[src/rtl/seg595_scan.sv]
// Six-digit common-anode display scanner: one {sel,seg} frame per scan tick into two chained 74HC595s.
// Frame is 1 + 30*CLK_DIV cycles from tick to STCP fall; no handshakes, inputs are sampled once per sweep.
module seg595_scan #(
  parameter int CLK_DIV  = 2,
  parameter int SCAN_CNT = 49_999
) (
  input  logic        clk,
  input  logic        reset_n,
  input  logic [23:0] disp_data,
  input  logic [5:0]  dot,
  input  logic        blank_en,
  output logic        shcp,
  output logic        stcp,
  output logic        ds,
  output logic        oe_n
);

  localparam int DW = $clog2(2 * CLK_DIV);
  localparam int SW = $clog2(SCAN_CNT + 1);
  localparam logic [DW-1:0] DIV_PRE  = DW'(CLK_DIV - 1);
  localparam logic [DW-1:0] DIV_HALF = DW'(CLK_DIV);
  localparam logic [DW-1:0] DIV_LAST = DW'(2 * CLK_DIV - 1);
  localparam logic [SW-1:0] SCAN_LAST = SW'(SCAN_CNT);

  typedef enum logic [1:0] {S_WAIT, S_LOAD, S_SHIFT, S_LATCH} state_t;

  state_t          r_state;
  state_t          w_state_nxt;
  logic [SW-1:0]   r_scan;
  logic [2:0]      r_digit;
  logic            r_first;
  logic [23:0]     r_data;
  logic [5:0]      r_dot;
  logic            r_blank;
  logic [13:0]     r_frame;
  logic [3:0]      r_bit;
  logic [DW-1:0]   r_div;
  logic            r_shcp;
  logic            r_stcp;
  logic            r_ds;
  logic            r_oe_n;

  logic            w_tick;
  logic [2:0]      w_dig_nxt;
  logic            w_snap;
  logic [23:0]     w_data;
  logic [5:0]      w_dots;
  logic            w_blank;
  logic [23:0]     w_upper;
  logic [5:0]      w_dots_up;
  logic            w_lead;
  logic [7:0]      w_seg;
  logic [5:0]      w_sel;

  function automatic logic [7:0] seg_lut(input logic [3:0] n);
    case (n)
      4'h0: seg_lut = 8'hC0;
      4'h1: seg_lut = 8'hF9;
      4'h2: seg_lut = 8'hA4;
      4'h3: seg_lut = 8'hB0;
      4'h4: seg_lut = 8'h99;
      4'h5: seg_lut = 8'h92;
      4'h6: seg_lut = 8'h82;
      4'h7: seg_lut = 8'hF8;
      4'h8: seg_lut = 8'h80;
      4'h9: seg_lut = 8'h90;
      4'hA: seg_lut = 8'h88;
      4'hB: seg_lut = 8'h83;
      4'hC: seg_lut = 8'hC6;
      4'hD: seg_lut = 8'hA1;
      4'hE: seg_lut = 8'h86;
      default: seg_lut = 8'h8E;
    endcase
  endfunction

  assign w_tick = (r_scan == SCAN_LAST);

  // Digit 0 frames build from the live inputs, which also become the sweep snapshot.
  assign w_dig_nxt = r_first ? 3'd0 : ((r_digit == 3'd5) ? 3'd0 : r_digit + 3'd1);
  assign w_snap    = (w_dig_nxt == 3'd0);
  assign w_data    = w_snap ? disp_data : r_data;
  assign w_dots    = w_snap ? dot : r_dot;
  assign w_blank   = w_snap ? blank_en : r_blank;
  assign w_upper   = w_data >> {w_dig_nxt, 2'b00};
  assign w_dots_up = w_dots >> w_dig_nxt;
  // A lit DP on this or any higher digit ends the leading-zero run.
  assign w_lead    = w_blank && (w_dig_nxt != 3'd0) && (w_upper == 24'd0) && (w_dots_up == 6'd0);
  assign w_seg     = w_lead ? 8'hFF : (seg_lut(w_upper[3:0]) & {~w_dots_up[0], 7'h7F});
  assign w_sel     = 6'b000001 << w_dig_nxt;

  always_ff @(posedge clk or negedge reset_n) begin
    if (!reset_n) begin
      r_scan <= '0;
    end else if (w_tick) begin
      r_scan <= '0;
    end else begin
      r_scan <= r_scan + 1'b1;
    end
  end

  always_ff @(posedge clk or negedge reset_n) begin
    if (!reset_n) begin
      r_state <= S_WAIT;
    end else begin
      r_state <= w_state_nxt;
    end
  end

  always_comb begin
    w_state_nxt = r_state;
    case (r_state)
      S_WAIT:  if (w_tick) w_state_nxt = S_LOAD;
      S_LOAD:  w_state_nxt = S_SHIFT;
      S_SHIFT: if (r_div == DIV_LAST && r_bit == 4'd0) w_state_nxt = S_LATCH;
      S_LATCH: if (r_div == DIV_LAST) w_state_nxt = S_WAIT;
      default: w_state_nxt = S_WAIT;
    endcase
  end

  always_ff @(posedge clk or negedge reset_n) begin
    if (!reset_n) begin
      r_digit <= 3'd0;
      r_first <= 1'b1;
      r_data  <= '0;
      r_dot   <= '0;
      r_blank <= 1'b0;
      r_frame <= '0;
      r_bit   <= '0;
      r_div   <= '0;
      r_shcp  <= 1'b0;
      r_stcp  <= 1'b0;
      r_ds    <= 1'b0;
      r_oe_n  <= 1'b1;
    end else begin
      case (r_state)
        S_LOAD: begin
          r_digit <= w_dig_nxt;
          r_first <= 1'b0;
          if (w_snap) begin
            r_data  <= disp_data;
            r_dot   <= dot;
            r_blank <= blank_en;
          end
          r_frame <= {w_sel, w_seg};
          r_bit   <= 4'd13;
          r_div   <= '0;
        end
        S_SHIFT: begin
          if (r_div == '0) begin
            r_ds   <= r_frame[r_bit];
            r_shcp <= 1'b0;
          end
          if (r_div == DIV_HALF) r_shcp <= 1'b1;
          if (r_div == DIV_LAST) begin
            r_div <= '0;
            if (r_bit != 4'd0) r_bit <= r_bit - 4'd1;
          end else begin
            r_div <= r_div + 1'b1;
          end
        end
        S_LATCH: begin
          // Divider 0 closes the last SHCP high phase; STCP follows in the second half.
          if (r_div == '0) r_shcp <= 1'b0;
          if (r_div == DIV_PRE) begin
            r_stcp <= 1'b1;
            r_oe_n <= 1'b0;
          end
          if (r_div == DIV_LAST) begin
            r_stcp <= 1'b0;
            r_div  <= '0;
          end else begin
            r_div <= r_div + 1'b1;
          end
        end
        default: ;
      endcase
    end
  end

  assign shcp = r_shcp;
  assign stcp = r_stcp;
  assign ds   = r_ds;
  assign oe_n = r_oe_n;

endmodule

[config.mk]
export PLATFORM = sky130hd
export DESIGN_NAME = seg595_scan
export DESIGN_NICKNAME = d
export VERILOG_FILES = /design/src/rtl/seg595_scan.sv
export SDC_FILE = /design/constraint.sdc
export NUM_CORES = 1
export LEC_CHECK = 0
export BUFFER_PORTS_ARGS = -buffer_cell sky130_fd_sc_hd__buf_4
export CAP_MARGIN = 10
export CORE_MARGIN = 2
export CORE_UTILIZATION = 55
export CTS_CLUSTER_DIAMETER = 60
export DETAILED_ROUTE_END_ITERATION = 10
export PLACE_DENSITY = 0.72
export SYNTH_ARGS = -nofsm -noshare
export SYNTH_HDL_FRONTEND = slang
export SYNTH_SLANG_ARGS = --single-unit
[constraint.sdc]
create_clock -name clk -period 7.3 [get_ports clk]
set_input_delay 0.73 -clock clk [delete_from_list [all_inputs] [get_ports clk]]
set_output_delay 0.73 -clock clk [all_outputs]
set_load 0.02 [all_outputs]
==> reports/metrics.csv <==
stage;metric;value;unit
cts;insertion_delay;0.37;ns
pwr;switching_power;204.0;uW
cts;post_cts_resized;0;
pwr;combPwrFrac;7.6;%
yosys;synth_common_cells;dfrtp_1, mux2_2, nor2_1, nand2_1, o21ai_0;
yosys;synth.area.top_cells;dfrtp_1, mux2_2, ha_1;
cells_and_area;finalNonFillerCells;586;
grt;grt_antenna_before_repair;0;
cells_and_area;layout.nets;526;
cells_and_area;diodes;0;
floorplanning;start_util;56.54;%
timing;maxSlewViolCount;0;
yosys;synth_fp_nets;502;
yosys;syn_inst;452;
pwr;p_int;648.8;uW
worst_setup_path;rr_endpoint;r_frame[2];
worst_setup_path;cp_max_fo;24;
floorplanning;die_area;0.009198;sq mm
yosys;synth_warnings;0;
cts;cts_buffer_depth;2;
worst_setup_path;path_class;flop to flop;
timing;finalHoldViolCount;0;
yosys;syn_area;0.004646;sq mm
pwr;power.share.clock;41.7;%
timing;fmax;264.9;MHz
worst_setup_path;worst-path-buf-inv;0;
cts;cts_setup_buffers;0;
pwr;switching_share;23.92;%
min_path;hold_depth;1;
worst_setup_path;cp.arrival;4.05;ns
placement;placed_cells;570;
drt;post_drt_wl_per_cell;18.53;um
yosys;syn_avg_cell_area;10.28;sq um
status;status;complete, no violations;
grt;grt_pass1_vias;3474;
cts;cts_num_sinks;75;
worst_setup_path;critPathTopFamily;compound AO/OA/AOI/OAI gates;
grt;grt_overflow;0;
pwr;worst_ir_drop_vdd;0.1163;mV
worst_setup_path;cp-end-kind;flop;
floorplanning;row_count;33;
worst_setup_path;max_stage_delay;0.67;ns
min_path;hold_end;r_scan[0];
grt;grt_use_total;25.81;%
grt;grt_pass1_wl;18.02;mm
yosys;synth_top_area_share;39.32;%
floorplanning;core;0.008217;sq mm
flow_run;cap_violations;0;
cts;h-tree-depth;3;
yosys;synthDistinctLibCells;79;
worst_setup_path;cp_slowest_cell;dfrtp_1;
timing;fin_setup_tns;0;ns
worst_setup_path;rrSetupSlack;3.52;ns
cells_and_area;areaGrowthSynthToFinish;10.88;%
cells_and_area;drive_gt1_share;25.36;%
worst_setup_path;worstPathCellList;or3b_1, a21oi_2, a211oi_1, a221oi_2, ha_1, o2111ai_1, nor4_4, o2111ai_4, a31oi_1;
grt;grt_max_degree;76;
cts;clock-root-buffer;clkbuf_8;
timing;worstMarginPinSlew;0.9448;ns
pwr;pwr_density_cell;165.6;mW/mm^2
cts;cts_buffers;9;
cts;hold_buffers;0;
drt;vias;3618;
timing;fin_crit_sh;51.72;%
worst_setup_path;startpoint_type;flop;
yosys;ys_seq_elements;75;
floorplanning;chipWidth;95.91;um
yosys;yosysMostFrequentCell;dfrtp_1;
worst_setup_path;r2r-start;r_digit[1];
cts;cts_tree;built;
worst_setup_path;rr_worst_depth;9;
drt;drt_iter0_markers;275;
timing;fin_crit;3.776;ns
yosys;ys_seq_area_share;40.45;%
pwr;power.leakage;0.002155;uW
yosys;synth_top_area_cell;dfrtp_1;
timing;rsz0062_at_grt;no;
timing;whs;0.4710;ns
drt;drt-pass1-iter-count;5;
timing;setup_viol;0;
timing;slew_headroom;37.01;%
drt;avgViaCountPerCell;6.174;
worst_setup_path;cp.required;7.58;ns
min_path;holdCritStartpoint;r_scan[0];
placement;port_buffers;36;
drt;drc;0;
floorplanning;pin_count;37;
placement;dp_hpwl;7.672;mm
min_path;hp-class;flop to flop;
pwr;power.total;852.9;uW
yosys;async_flop_share;100.0;%
floorplanning;die_y;95.91;um
placement;gp_congestion;0.9298;
timing;fin_skew;0.01189;ns
pwr;seq_power_share;50.7;%
yosys;synth_edf_count;0;
drt;ant_nets;0;
cts;clkTransAtPathRegs;0.09;ns
drt;routed_wirelength;10.86;mm
cells_and_area;fin_util;62.69;%
yosys;ys.flop_type;dfrtp_1;
-- registers in the layout, indices dropped and copies added (netlist names), named ones only --
name,count
r_first,1
r_data,22
r_dot,6
stcp,1
r_frame,14
r_digit,3
oe_n,1
r_bit,4
r_state,2
r_blank,1
r_div,2
ds,1
r_scan,16
-- final cells by class --
cell class / instances / area [sq um]
Fill cell: 686 / 3065
Multi-Input combinational cell: 336 / 2572
Sequential cell: 75 / 1879
Timing Repair Buffer: 39 / 292.8
Tap cell: 105 / 131.4
Clock buffer: 10 / 127.6
Clock inverter: 6 / 91.34
Inverter: 15 / 56.30
-- placed cells by master (no fill, tap or decap), types with 3 or more instances in the layout --
cell type and instances:
dfrtp_1 73, mux2_2 43, nor2_1 41, buf_4 39
nand2_1 24, o21ai_0 20, ha_1 17, inv_1 14
a21oi_1 14, o22ai_1 12, nor3_1 12, nand3_1 11
xnor2_1 9, mux2i_1 9, clkbuf_8 9, xor2_1 7
nor2b_1 7, nand4_1 6, nand2b_1 6, a211oi_1 6
a31oi_1 6, or4b_1 4, o221ai_1 4, mux4_2 4
nor4_1 3, a21o_1 3, or2_1 3, o21bai_1 3
o32ai_1 3, a22o_1 3, or3_1 3, a41oi_2 3
a21boi_0 3, clkinv_4 3
-- per-stage QoR --
step                area [sq um]  setup slack (ns)
floorplan                   4646             4.467
global placement            4932             3.835
detailed placement          4932             3.643
CTS                         5151             3.578
global route                5151             3.273
finish                      5151             3.524
-- worst max-delay path by stage --
stage,from,end,slack (ns),cells past startpoint
2_1_floorplan,r_digit[1],r_frame[5],4.47,11
4_1_cts,r_digit[1],r_frame[2],3.58,9
3_5_place_dp,r_digit[1],r_frame[2],3.64,9
6_report,r_digit[1],r_frame[2],3.52,9
3_3_place_gp,r_digit[1],r_frame[4],3.83,9
5_1_grt,r_digit[1],r_frame[2],3.27,9
-- worst reg2reg max path, stage by stage, from the launching register on --
cell and delay, ns:
dfrtp_1 0.67, or3b_1 0.60, a21oi_2 0.51, a211oi_1 0.13, a221oi_2 0.46, ha_1 0.30
o2111ai_1 0.18, nor4_4 0.37, o2111ai_4 0.23, a31oi_1 0.23
-- power by group through the flow --
stage,combinational [uW],clock (uW),sequential (uW)
3_5_place_dp,64.3,0,441
2_1_floorplan,32.7,0,437
3_3_place_gp,63.4,0,440
5_1_grt,71.7,384,434
6_report,64.7,356,433
4_1_cts,64.9,364,432
-- cells by family after synthesis --
kind of cell	after synthesis	share of synthesized area (%)
AOI/OAI and AO/OA	108	17.53
and+or+nand+nor	138	15.70
buffers and inverters	41	4.174
adders and majority gates	17	4.578
DFF	75	40.45
xor gates and xnor gates	16	3.017
muxes	57	14.54
-- metal layers --
layer | GRT usage [%] | vias to the layer above | wire [um]
li1 | - | 1726 | -
met4 | 7.143 | 0 | 209
met1 | 35.49 | 1761 | 4970
met3 | 8.379 | 19 | 777
met5 | 0 | - | 0
met2 | 39.28 | 112 | 4899
Note: power is estimated with default switching activity, not from simulation.
